===== src/rtl/uart_rx_packer.sv =====
// uart_rx_packer: UART receiver that packs N_WORDS good characters into one valid/ready beat.
// Characters with framing or parity errors are dropped and restart packet assembly.
module uart_rx_packer #(
   parameter int CLOCKS_PER_PULSE = 2604,
   parameter int BITS_PER_WORD    = 8,
   parameter int N_WORDS          = 4,
   parameter int PARITY_MODE      = 0,
   parameter int STOP_BITS        = 1
) (
   input  logic                               clk,
   input  logic                               rstn,
   input  logic                               rx,
   output logic [N_WORDS*BITS_PER_WORD-1:0]   m_data,
   output logic                               m_valid,
   input  logic                               m_ready,
   output logic                               err_frame,
   output logic                               err_parity,
   output logic                               err_overrun
);
   localparam int CW = $clog2(CLOCKS_PER_PULSE + 1);
   localparam int BW = $clog2(BITS_PER_WORD + 1);
   localparam int WW = $clog2(N_WORDS + 1);
   localparam int SW = $clog2(STOP_BITS + 1);
   localparam logic [CW-1:0] HALF_END = CW'(CLOCKS_PER_PULSE / 2 - 1);
   localparam logic [CW-1:0] FULL_END = CW'(CLOCKS_PER_PULSE - 1);

   typedef enum logic [2:0] {IDLE, START, DATA, PARITY, STOP} state_t;

   state_t                                    state, state_next;
   logic                                      rx_meta, rx_sync, rx_prev, armed;
   logic [CW-1:0]                             cnt;
   logic [BW-1:0]                             bit_cnt;
   logic [SW-1:0]                             stop_cnt;
   logic [WW-1:0]                             word_cnt;
   logic [BITS_PER_WORD-1:0]                  data_sr;
   logic [N_WORDS-1:0][BITS_PER_WORD-1:0]     shadow;
   logic                                      par_bad, frame_bad, pkt_done;
   logic                                      tick, last_stop, frame_now;

   always_ff @(posedge clk or negedge rstn) begin
      if (!rstn) {rx_meta, rx_sync, rx_prev} <= 3'b111;
      else       {rx_meta, rx_sync, rx_prev} <= {rx, rx_meta, rx_sync};
   end

   always_ff @(posedge clk or negedge rstn) begin
      if (!rstn) state <= IDLE;
      else       state <= state_next;
   end

   // START resamples at half a bit so every later sample lands mid-bit
   always_comb begin
      tick       = (cnt == ((state == START) ? HALF_END : FULL_END));
      last_stop  = 1'b0;
      state_next = state;
      case (state)
         IDLE:    if (armed && rx_prev && !rx_sync) state_next = START;
         START:   if (tick) state_next = rx_sync ? IDLE : DATA;
         DATA:    if (tick && bit_cnt == BW'(BITS_PER_WORD - 1))
                     state_next = (PARITY_MODE != 0) ? PARITY : STOP;
         PARITY:  if (tick) state_next = STOP;
         STOP:    if (tick && stop_cnt == SW'(STOP_BITS - 1)) begin
                     last_stop  = 1'b1;
                     state_next = IDLE;
                  end
         default: state_next = IDLE;
      endcase
   end

   assign frame_now = frame_bad | ~rx_sync;

   always_ff @(posedge clk or negedge rstn) begin
      if (!rstn) begin
         cnt         <= '0;
         bit_cnt     <= '0;
         stop_cnt    <= '0;
         word_cnt    <= '0;
         data_sr     <= '0;
         shadow      <= '0;
         par_bad     <= 1'b0;
         frame_bad   <= 1'b0;
         pkt_done    <= 1'b0;
         armed       <= 1'b1;
         m_data      <= '0;
         m_valid     <= 1'b0;
         err_frame   <= 1'b0;
         err_parity  <= 1'b0;
         err_overrun <= 1'b0;
      end else begin
         err_frame   <= 1'b0;
         err_parity  <= 1'b0;
         err_overrun <= 1'b0;
         pkt_done    <= 1'b0;
         cnt         <= (state == IDLE || tick) ? '0 : cnt + 1'b1;
         bit_cnt     <= (state != DATA) ? '0 : bit_cnt + BW'(tick);
         stop_cnt    <= (state != STOP) ? '0 : stop_cnt + SW'(tick);
         if (state == DATA && tick) data_sr <= {rx_sync, data_sr[BITS_PER_WORD-1:1]};
         par_bad     <= (state == START) ? 1'b0 :
                        (state == PARITY && tick) ? (rx_sync ^ (^data_sr) ^ (PARITY_MODE == 2)) : par_bad;
         frame_bad   <= (state == START) ? 1'b0 :
                        (state == STOP && tick && !rx_sync) ? 1'b1 : frame_bad;
         // a low stop bit may be a held break; wait for the line to go high before rearming
         armed       <= (last_stop && frame_now) ? 1'b0 : (rx_sync ? 1'b1 : armed);
         if (last_stop) begin
            err_frame  <= frame_now;
            err_parity <= par_bad;
            if (frame_now || par_bad) word_cnt <= '0;
            else begin
               for (int i = 0; i < N_WORDS; i++)
                  if (word_cnt == WW'(i)) shadow[i] <= data_sr;
               pkt_done <= (word_cnt == WW'(N_WORDS - 1));
               word_cnt <= (word_cnt == WW'(N_WORDS - 1)) ? '0 : word_cnt + 1'b1;
            end
         end
         if (pkt_done) begin
            if (!m_valid || m_ready) begin
               m_data  <= shadow;
               m_valid <= 1'b1;
            end else err_overrun <= 1'b1;
         end else if (m_ready) m_valid <= 1'b0;
      end
   end
endmodule

===== config.mk =====
export PLATFORM = sky130hd
export DESIGN_NAME = uart_rx_packer
export DESIGN_NICKNAME = d
export VERILOG_FILES = /design/src/rtl/uart_rx_packer.sv
export SDC_FILE = /design/constraint.sdc
export NUM_CORES = 1
export LEC_CHECK = 0
export ABC_AREA = 1
export BUFFER_PORTS_ARGS = -buffer_cell sky130_fd_sc_hd__buf_4
export CORE_MARGIN = 5
export CORE_UTILIZATION = 47
export DETAILED_ROUTE_END_ITERATION = 6
export PLACE_DENSITY_LB_ADDON = 0.1
export SYNTH_ARGS = -nofsm -noshare
export SYNTH_HDL_FRONTEND = slang
export SYNTH_SLANG_ARGS = --single-unit

===== constraint.sdc =====
create_clock -name clk -period 6.2 [get_ports clk]
set_input_delay 0.62 -clock clk [delete_from_list [all_inputs] [get_ports clk]]
set_output_delay 0.62 -clock clk [all_outputs]
set_load 0.05 [all_outputs]

==> out/results.env, run 1 <==
POSTCTSHOLDBUFS=0
SYNTH_CELL_TYPES=31
CRIT_CHAIN='nand2_1 -> nor2_1 -> nand2_1 -> nand2_2 -> and3_1 -> ha_1 -> inv_1 -> nor2_4 -> nand2_2 -> inv_2 -> nand2_2 -> nand2_1 -> o21ai_1'
FLOORPLAN.DIE_AREA_UM2=11700
FIRST_ITER_VIOLATIONS=122
CRITPATHBUFINV=2
YS_SEQ_ELEMENTS=106
P_INT_W=0.000950
ARRIVAL_PS=2460
WORSTSETUPENDPOINTTYPE='flop'
DIODES=0
CTS.HTREE.LEVELS=3
CLOCK-SINKS=106
MAX-SLEW-MARGIN-REL_PCT=53.9
PLACED_CELLS=589
CRITICAL_PATH.REG2REG.STARTPOINT='cnt[4]'
YOSYS.AREA.TOP_TYPE='sky130_fd_sc_hd__dfrtp_1'
DRCVIOLATIONCOUNT=0
AVGVIACOUNTPERCELL=4.88
MAX_SLEW.WORST_PIN.SLEW_PS=691
SYNTH_TOP_FAMILY_BY_AREA='simple AND/OR/NAND/NOR gates'
REPORTED_NET_SWITCHING_POWER_W=0.000452
DETAIL_ROUTE.WIRELENGTH_UM=8420
REPORT.FINAL.SETUP_VIOL=0
CTS-BUFFERS-INSERTED=9
CTS_TREE='yes'
PATH_DELAY_FAMILY='simple AND/OR/NAND/NOR gates'
GRT_FIRST_PASS_WIRELENGTH_UM=14200
WORSTHOLDPATHTYPE='input port to asynchronous set/reset pin'
FIRST_PASS_ITERS=4
START_UTIL_PCT=48.5
GRT_MAX_DEGREE=55
ROOT_BUFFER='sky130_fd_sc_hd__clkbuf_8'
LEAKAGE_DISSIPATION_nW=2.54
FLOORPLAN.ROWS=35
FINCLKSKEW_PS=11.0
COMBPWRFRAC_PCT=17.5
FLOORPLAN.DIE.HEIGHT_UM=108
REG2REG_DEPTH=13
SYNTH_SIMPLE_GATE_AREA_SHARE_PCT=17.2
PATH_CLK_SLEW_PS=110
ANTENNA_VIOLATING_NETS_POST_ROUTE=0
CRIT_PATH_MAX_FANOUT=16
FIN_CRIT_SH_PCT=35.7
MIN_PERIOD_PS=2210
MAX_CAP_VIOL=0
COMPOUND_GATE_PORTION_OF_THE_SYNTHESIZED_AREA_PCT=6.03
SYNTH_SEQ_AREA_SHARE_PCT=58.8
DRV_SLEW=0
SYNTH_XOR_AREA_SHARE_PCT=2.71
LAYOUT.CELLS.NON_FILLER=605
RUN_STATUS='finished, final reports clean'
POST_SYNTH_INST_COUNT=428
UPPER_CLOCK_FREQUENCY_LIMIT_MHz=452
CTS_RESIZED=0
CORE_UM2=9330
SYNTH_LARGEST_TYPE_AREA_FRACTION_PCT=56.4
ROUTE.VIAS.TOTAL=2950
POSTLAYOUTCOREUTIL_PCT=54.7
COUNT_OF_ENDPOINTS_FAILING_HOLD_IN_THE_FINAL_TIMING_REPORT=0
VDD.IR_DROP.WORST_V=0.000252
CLKPWRFRAC_PCT=28.6
DIEWIDTH_UM=108
GP_CONGESTION=0.805
POWER.DENSITY_CELL_AREA_nW_PER_UM2=275
POST-LAYOUT-TOTAL-POWER_W=0.00140
DPL.HPWL_UM=5900
BOUNDARYPINS=40
REG2REG_TO='shadow[30]'
SETUP-TNS-FINAL_PS=0
BIGGEST_AREA_CONTRIBUTORS_IN_THE_SYNTHESIZED_NETLIST='sky130_fd_sc_hd__dfrtp_1 (56%), sky130_fd_sc_hd__mux2_2 (8.0%), sky130_fd_sc_hd__nand2_1 (7.6%), sky130_fd_sc_hd__o21ai_1 (3.5%), sky130_fd_sc_hd__inv_1 (3.0%)'
R2R_SETUP_SLACK_PS=3990
SYNTH.AVG_CELL_AREA_UM2=10.6
FINAL_LAYOUT_SIZE_SUFFIX_GT1_SHARE_PCT=25.4
SYNTH.NET_COUNT=440
CP_SLOWEST_CELL='sky130_fd_sc_hd__dfrtp_1'
GRT_SETUP_UNREPAIRED='no'
POWER.SHARE.SWITCHING_PCT=32.2
SYNTH_AREA_UM2=4520
STARTPOINT_TYPE='flop'
LAYOUT.CELLS.MOST_COMMON_LIST='sky130_fd_sc_hd__dfrtp_1 (102), sky130_fd_sc_hd__nand2_1 (92), sky130_fd_sc_hd__buf_4 (41)'
AREAGROWTHSYNTHTOFINISH_PCT=12.8
SEQPWRFRAC_PCT=54.0
CP_SLOWEST_STAGE_DELAY_PS=470
IO_BUFFER_COUNT=39
CLOCK_INSERTION_DELAY_WORST_SKEW_PS=370
ANTENNA_FOUND_INITIAL=0
SYNTH-WARNING-COUNT=0
CRITPATHKIND='flop to flop'
NUM-NETS-FINAL=483
PORTION_OF_NETLIST_AREA_OCCUPIED_BY_MUX_CELLS_PCT=7.97
WORST-ENDPOINT-REQUIRED_PS=6440
FINAL_COMMON_CELL='sky130_fd_sc_hd__dfrtp_1'
SYNTH_FA_HA_AREA_SHARE_PCT=2.21
FIRST_GLOBAL_VIAS=2861
GR-TOTAL-OVERFLOW=0
MAX_ROOT_SINK_BUFFERS=2
GLOBALROUTETOTALUTIL_PCT=15.6
WIRE_PER_INST_UM=13.9
CTS_SETUP_BUFFERS=0
==> how the worst max path moves through the flow <==
stage                        start          to  slack [ps]  cells past startpoint
after floorplan           state[1]  shadow[30]        4240                     15
after global placement      cnt[8]  shadow[30]        4030                     12
after global routing        cnt[4]  shadow[25]        3790                     13
after detailed placement    cnt[4]  shadow[27]        4000                     13
final                       cnt[4]  shadow[30]        3990                     13
after CTS                   cnt[4]  shadow[30]        3960                     13
==> logic make-up (layout without fill, tap and decap cells) <==
group,count (synthesis),count (layout)
buffers and inverters,51,99
muxes,32,32
xor gates and xnor gates,14,14
AOI/OAI and AO/OA,52,52
adders and majority gates,8,8
and+or+nand+nor,165,165
DFF,106,106
==> per-layer routing <==
metal | part of all wire (%) | routed length, um | global-route usage, % | vias up
met4 | 1.9 | 157 | 4.96 | 0
met2 | 46 | 3870 | 24.6 | 61
li1 | - | - | - | 1468
met5 | 0 | 0 | 0 | -
met3 | 4.7 | 397 | 4.54 | 11
met1 | 47 | 4000 | 20.8 | 1410
==> metrics by stage <==
step / worst slack [ps] / hold slack (ps) / area (um2)
floorplan: 4240 / 324 / 4520
global placement: 4030 / 348 / 4920
detailed placement: 4000 / 349 / 4920
CTS: 3960 / 293 / 5100
global route: 3790 / 326 / 5100
finish: 3990 / 277 / 5100
==> Yosys cell counts <==
master and instances:
sky130_fd_sc_hd__a21oi_1 7, sky130_fd_sc_hd__nor2_2 2, sky130_fd_sc_hd__nor2_8 1, sky130_fd_sc_hd__buf_2 4
sky130_fd_sc_hd__and3_1 1, sky130_fd_sc_hd__nor2_1 26, sky130_fd_sc_hd__xor2_1 7, sky130_fd_sc_hd__nand2_2 8
sky130_fd_sc_hd__mux2_2 32, sky130_fd_sc_hd__inv_2 6, sky130_fd_sc_hd__xnor2_1 7, sky130_fd_sc_hd__o21ai_1 32
sky130_fd_sc_hd__o21ai_0 9, sky130_fd_sc_hd__nand3_4 2, sky130_fd_sc_hd__nor3b_1 2, sky130_fd_sc_hd__nand3_1 17
sky130_fd_sc_hd__nand3b_1 2, sky130_fd_sc_hd__buf_6 5, sky130_fd_sc_hd__dfrtp_1 102, sky130_fd_sc_hd__a31oi_1 1
sky130_fd_sc_hd__ha_1 8, sky130_fd_sc_hd__nor2_4 2, sky130_fd_sc_hd__nand3_2 2, sky130_fd_sc_hd__nand4_1 1
sky130_fd_sc_hd__nor3_1 5, sky130_fd_sc_hd__nand2_1 92, sky130_fd_sc_hd__dfstp_2 4, sky130_fd_sc_hd__nor3_2 2
sky130_fd_sc_hd__inv_1 36, sky130_fd_sc_hd__a21oi_2 1, sky130_fd_sc_hd__o21ai_2 2
==> cell type report <==
cell class | instances | area (um2)
clock buffer | 9 | 124
clock inverter | 7 | 60.1
fill | 844 | 4230
inverter | 42 | 158
multi-input combinational | 271 | 1630
sequential | 106 | 2660
tap | 129 | 161
timing repair buffer | 41 | 308
==> power by group through the flow <==
| stage | sequential (W) | clock (W) | combinational (W) |
|---|---|---|---|
| finish | 0.000756 | 0.000400 | 0.000245 |
| global route | 0.000762 | 0.000442 | 0.000284 |
| CTS | 0.000756 | 0.000416 | 0.000247 |
| detailed placement | 0.000770 | 0 | 0.000247 |
| global placement | 0.000769 | 0 | 0.000243 |
| floorplan | 0.000763 | 0 | 0.000189 |
==> flip-flops by register name (all words and copies together) (netlist names) <==
register and count:
shadow 32, m_valid 1, err_parity 1, rx_meta 1
par_bad 1, frame_bad 1, m_data 32, rx_sync 1
stop_cnt 1, word_cnt 3, cnt 12, rx_prev 1
data_sr 8, pkt_done 1, armed 1, err_overrun 1
err_frame 1, bit_cnt 4, state 3
Power figures use the tool's default switching activity.
==> run 2, diff against run 1 <==
- clock period: 6.2 -> 2.2 ns (I/O delays scaled with it)
==> out/results.env, run 2 (same netlist as run 1, synthesis figures left out) <==
RUN_STATUS='finished, final reports clean'
POWER.SHARE.SWITCHING_PCT=31.0
DETAIL_ROUTE.WIRELENGTH_UM=8340
FLOORPLAN.ROWS=35
BOUNDARYPINS=40
NUM-NETS-FINAL=498
COMBPWRFRAC_PCT=19.4
DRCVIOLATIONCOUNT=0
MAX-SLEW-MARGIN-REL_PCT=64.6
FIRST_GLOBAL_VIAS=2852
FIN_CRIT_SH_PCT=94.9
FLOORPLAN.DIE.HEIGHT_UM=108
ARRIVAL_PS=2330
DPL.HPWL_UM=5780
LEAKAGE_DISSIPATION_nW=2.66
WORST-ENDPOINT-REQUIRED_PS=2440
ANTENNA_FOUND_INITIAL=0
FINAL_LAYOUT_SIZE_SUFFIX_GT1_SHARE_PCT=28.0
CRIT_PATH_MAX_FANOUT=8
CTS-BUFFERS-INSERTED=9
ROUTE.VIAS.TOTAL=3034
AREAGROWTHSYNTHTOFINISH_PCT=17.5
MAX_SLEW.WORST_PIN.SLEW_PS=532
CORE_UM2=9330
WIRE_PER_INST_UM=13.5
POWER.DENSITY_CELL_AREA_nW_PER_UM2=777
POSTLAYOUTCOREUTIL_PCT=57.0
START_UTIL_PCT=48.5
FINCLKSKEW_PS=13.9
GRT_FIRST_PASS_WIRELENGTH_UM=13600
COUNT_OF_ENDPOINTS_FAILING_HOLD_IN_THE_FINAL_TIMING_REPORT=0
AVGVIACOUNTPERCELL=4.90
WORSTHOLDPATHTYPE='input port to flop'
MAX_CAP_VIOL=0
GLOBALROUTETOTALUTIL_PCT=14.6
FIRST_PASS_ITERS=4
POST-LAYOUT-TOTAL-POWER_W=0.00413
WORSTSETUPENDPOINTTYPE='flop'
VDD.IR_DROP.WORST_V=0.000542
PATH_CLK_SLEW_PS=110
MAX_ROOT_SINK_BUFFERS=2
GP_CONGESTION=0.796
REPORT.FINAL.SETUP_VIOL=0
ROOT_BUFFER='sky130_fd_sc_hd__clkbuf_8'
STARTPOINT_TYPE='flop'
ANTENNA_VIOLATING_NETS_POST_ROUTE=0
IO_BUFFER_COUNT=39
CLOCK_INSERTION_DELAY_WORST_SKEW_PS=360
LAYOUT.CELLS.MOST_COMMON_LIST='sky130_fd_sc_hd__dfrtp_1 (102), sky130_fd_sc_hd__nand2_1 (91), sky130_fd_sc_hd__buf_4 (51)'
GRT_MAX_DEGREE=47
FINAL_COMMON_CELL='sky130_fd_sc_hd__dfrtp_1'
REPORTED_NET_SWITCHING_POWER_W=0.00128
CTS_TREE='yes'
UPPER_CLOCK_FREQUENCY_LIMIT_MHz=479
REG.LARGEST.LIST='m_data x32, shadow x32, cnt x12'
P_INT_W=0.00285
FILLER_CELL_COUNT=827
FLOORPLAN.DIE_AREA_UM2=11700
FIRST_ITER_VIOLATIONS=87
DIEWIDTH_UM=108
DIODES=0
GR-TOTAL-OVERFLOW=0
CTS.HTREE.LEVELS=3
CLOCK-SINKS=106
MIN_PERIOD_PS=2090
SEQPWRFRAC_PCT=51.6
DRV_SLEW=0
CRITPATHKIND='flop to flop'
CLKPWRFRAC_PCT=29.0
run 2: cell types whose count changed in the layout (fill, tap and decap cells not counted), moves of 2 or more:
| cell | delta |
|---|---|
| sky130_fd_sc_hd__buf_4 | +10 |
| sky130_fd_sc_hd__nand2_4 | +4 |
| sky130_fd_sc_hd__nand2_2 | -3 |
| sky130_fd_sc_hd__clkinv_4 | -2 |
| sky130_fd_sc_hd__clkinvlp_4 | +2 |
| sky130_fd_sc_hd__dlygate4sd3_1 | +2 |
| sky130_fd_sc_hd__nand3_4 | +2 |
run 2: worst paths after layout:
path	startpoint	end	slack, ps	cells past startpoint
setup reg to reg	state[1]	shadow[15]	110	14
hold / removal	m_ready	err_overrun	120	4
hold reg to reg	rx_meta	rx_sync	380	0
setup / recovery	state[1]	shadow[15]	110	14
max in group asynchronous	rstn	rx_meta	1120	3
min in group asynchronous	rstn	shadow[20]	390	2
run 2: critical path: stages (launching register included):
cell	delay (ps)
sky130_fd_sc_hd__dfrtp_1	420
sky130_fd_sc_hd__inv_2	100
sky130_fd_sc_hd__nand3_4	100
sky130_fd_sc_hd__inv_2	70
sky130_fd_sc_hd__nand2_1	60
sky130_fd_sc_hd__nand2_2	80
sky130_fd_sc_hd__and3_4	210
sky130_fd_sc_hd__ha_4	120
sky130_fd_sc_hd__inv_2	40
sky130_fd_sc_hd__nor2_4	110
sky130_fd_sc_hd__nand2_4	70
sky130_fd_sc_hd__nor2_4	270
sky130_fd_sc_hd__nand2_4	140
sky130_fd_sc_hd__nand2_1	100
sky130_fd_sc_hd__o21ai_1	60
run 2: what timing repair did:
action	in CTS	in global routing
endpoints found under the hold margin	38	0
resized for setup	0	14
hold buffers	2	0
setup endpoints to repair	0	32
buffers inserted	0	7
run 2: layer usage:
metal | wire length [um] | vias up | share of wire (%) | track usage (%)
met1 | 3970 | 1463 | 48 | 19.5
li1 | - | 1505 | - | -
met2 | 3880 | 50 | 46 | 23.9
met5 | 0 | - | 0 | 0
met4 | 146 | 0 | 1.8 | 5.14
met3 | 350 | 16 | 4.2 | 2.93
run 2: final cells by class:
| cell class | count | area [um2] | area share (%) |
|---|---|---|---|
| repair buffers | 54 | 423 | 7.95 |
| well taps | 129 | 161 | 3.04 |
| clock buffers | 9 | 124 | 2.33 |
| clock inverters | 6 | 73.8 | 1.39 |
| flip-flops and latches | 106 | 2660 | 50.0 |
| multi-input cells | 273 | 1720 | 32.3 |
| inverters | 42 | 160 | 3.01 |
run 2: metrics by stage:
step | setup slack [ps] | hold slack (ps) | TNS, ps | area (um2) | std cells
floorplan | 242 | -75.6 | 0 | 4520 | 428
global placement | 123 | 243 | 0 | 4960 | 593
detailed placement | 54.0 | 237 | 0 | 4960 | 593
CTS | 36.9 | 102 | 0 | 5180 | 610
global route | -29.7 | 121 | -165 | 5320 | 619
finish | 112 | 121 | 0 | 5320 | 619
run 2: power groups by stage:
| stage | clock network, W | registers (W) | logic (W) |
|---|---|---|---|
| 2_1_floorplan | 0 | 0.00215 | 0.000531 |
| 3_5_place_dp | 0 | 0.00217 | 0.000708 |
| 4_1_cts | 0.00124 | 0.00213 | 0.000714 |
| 6_report | 0.00120 | 0.00213 | 0.000802 |
| 3_3_place_gp | 0 | 0.00217 | 0.000702 |
| 5_1_grt | 0.00132 | 0.00215 | 0.000900 |
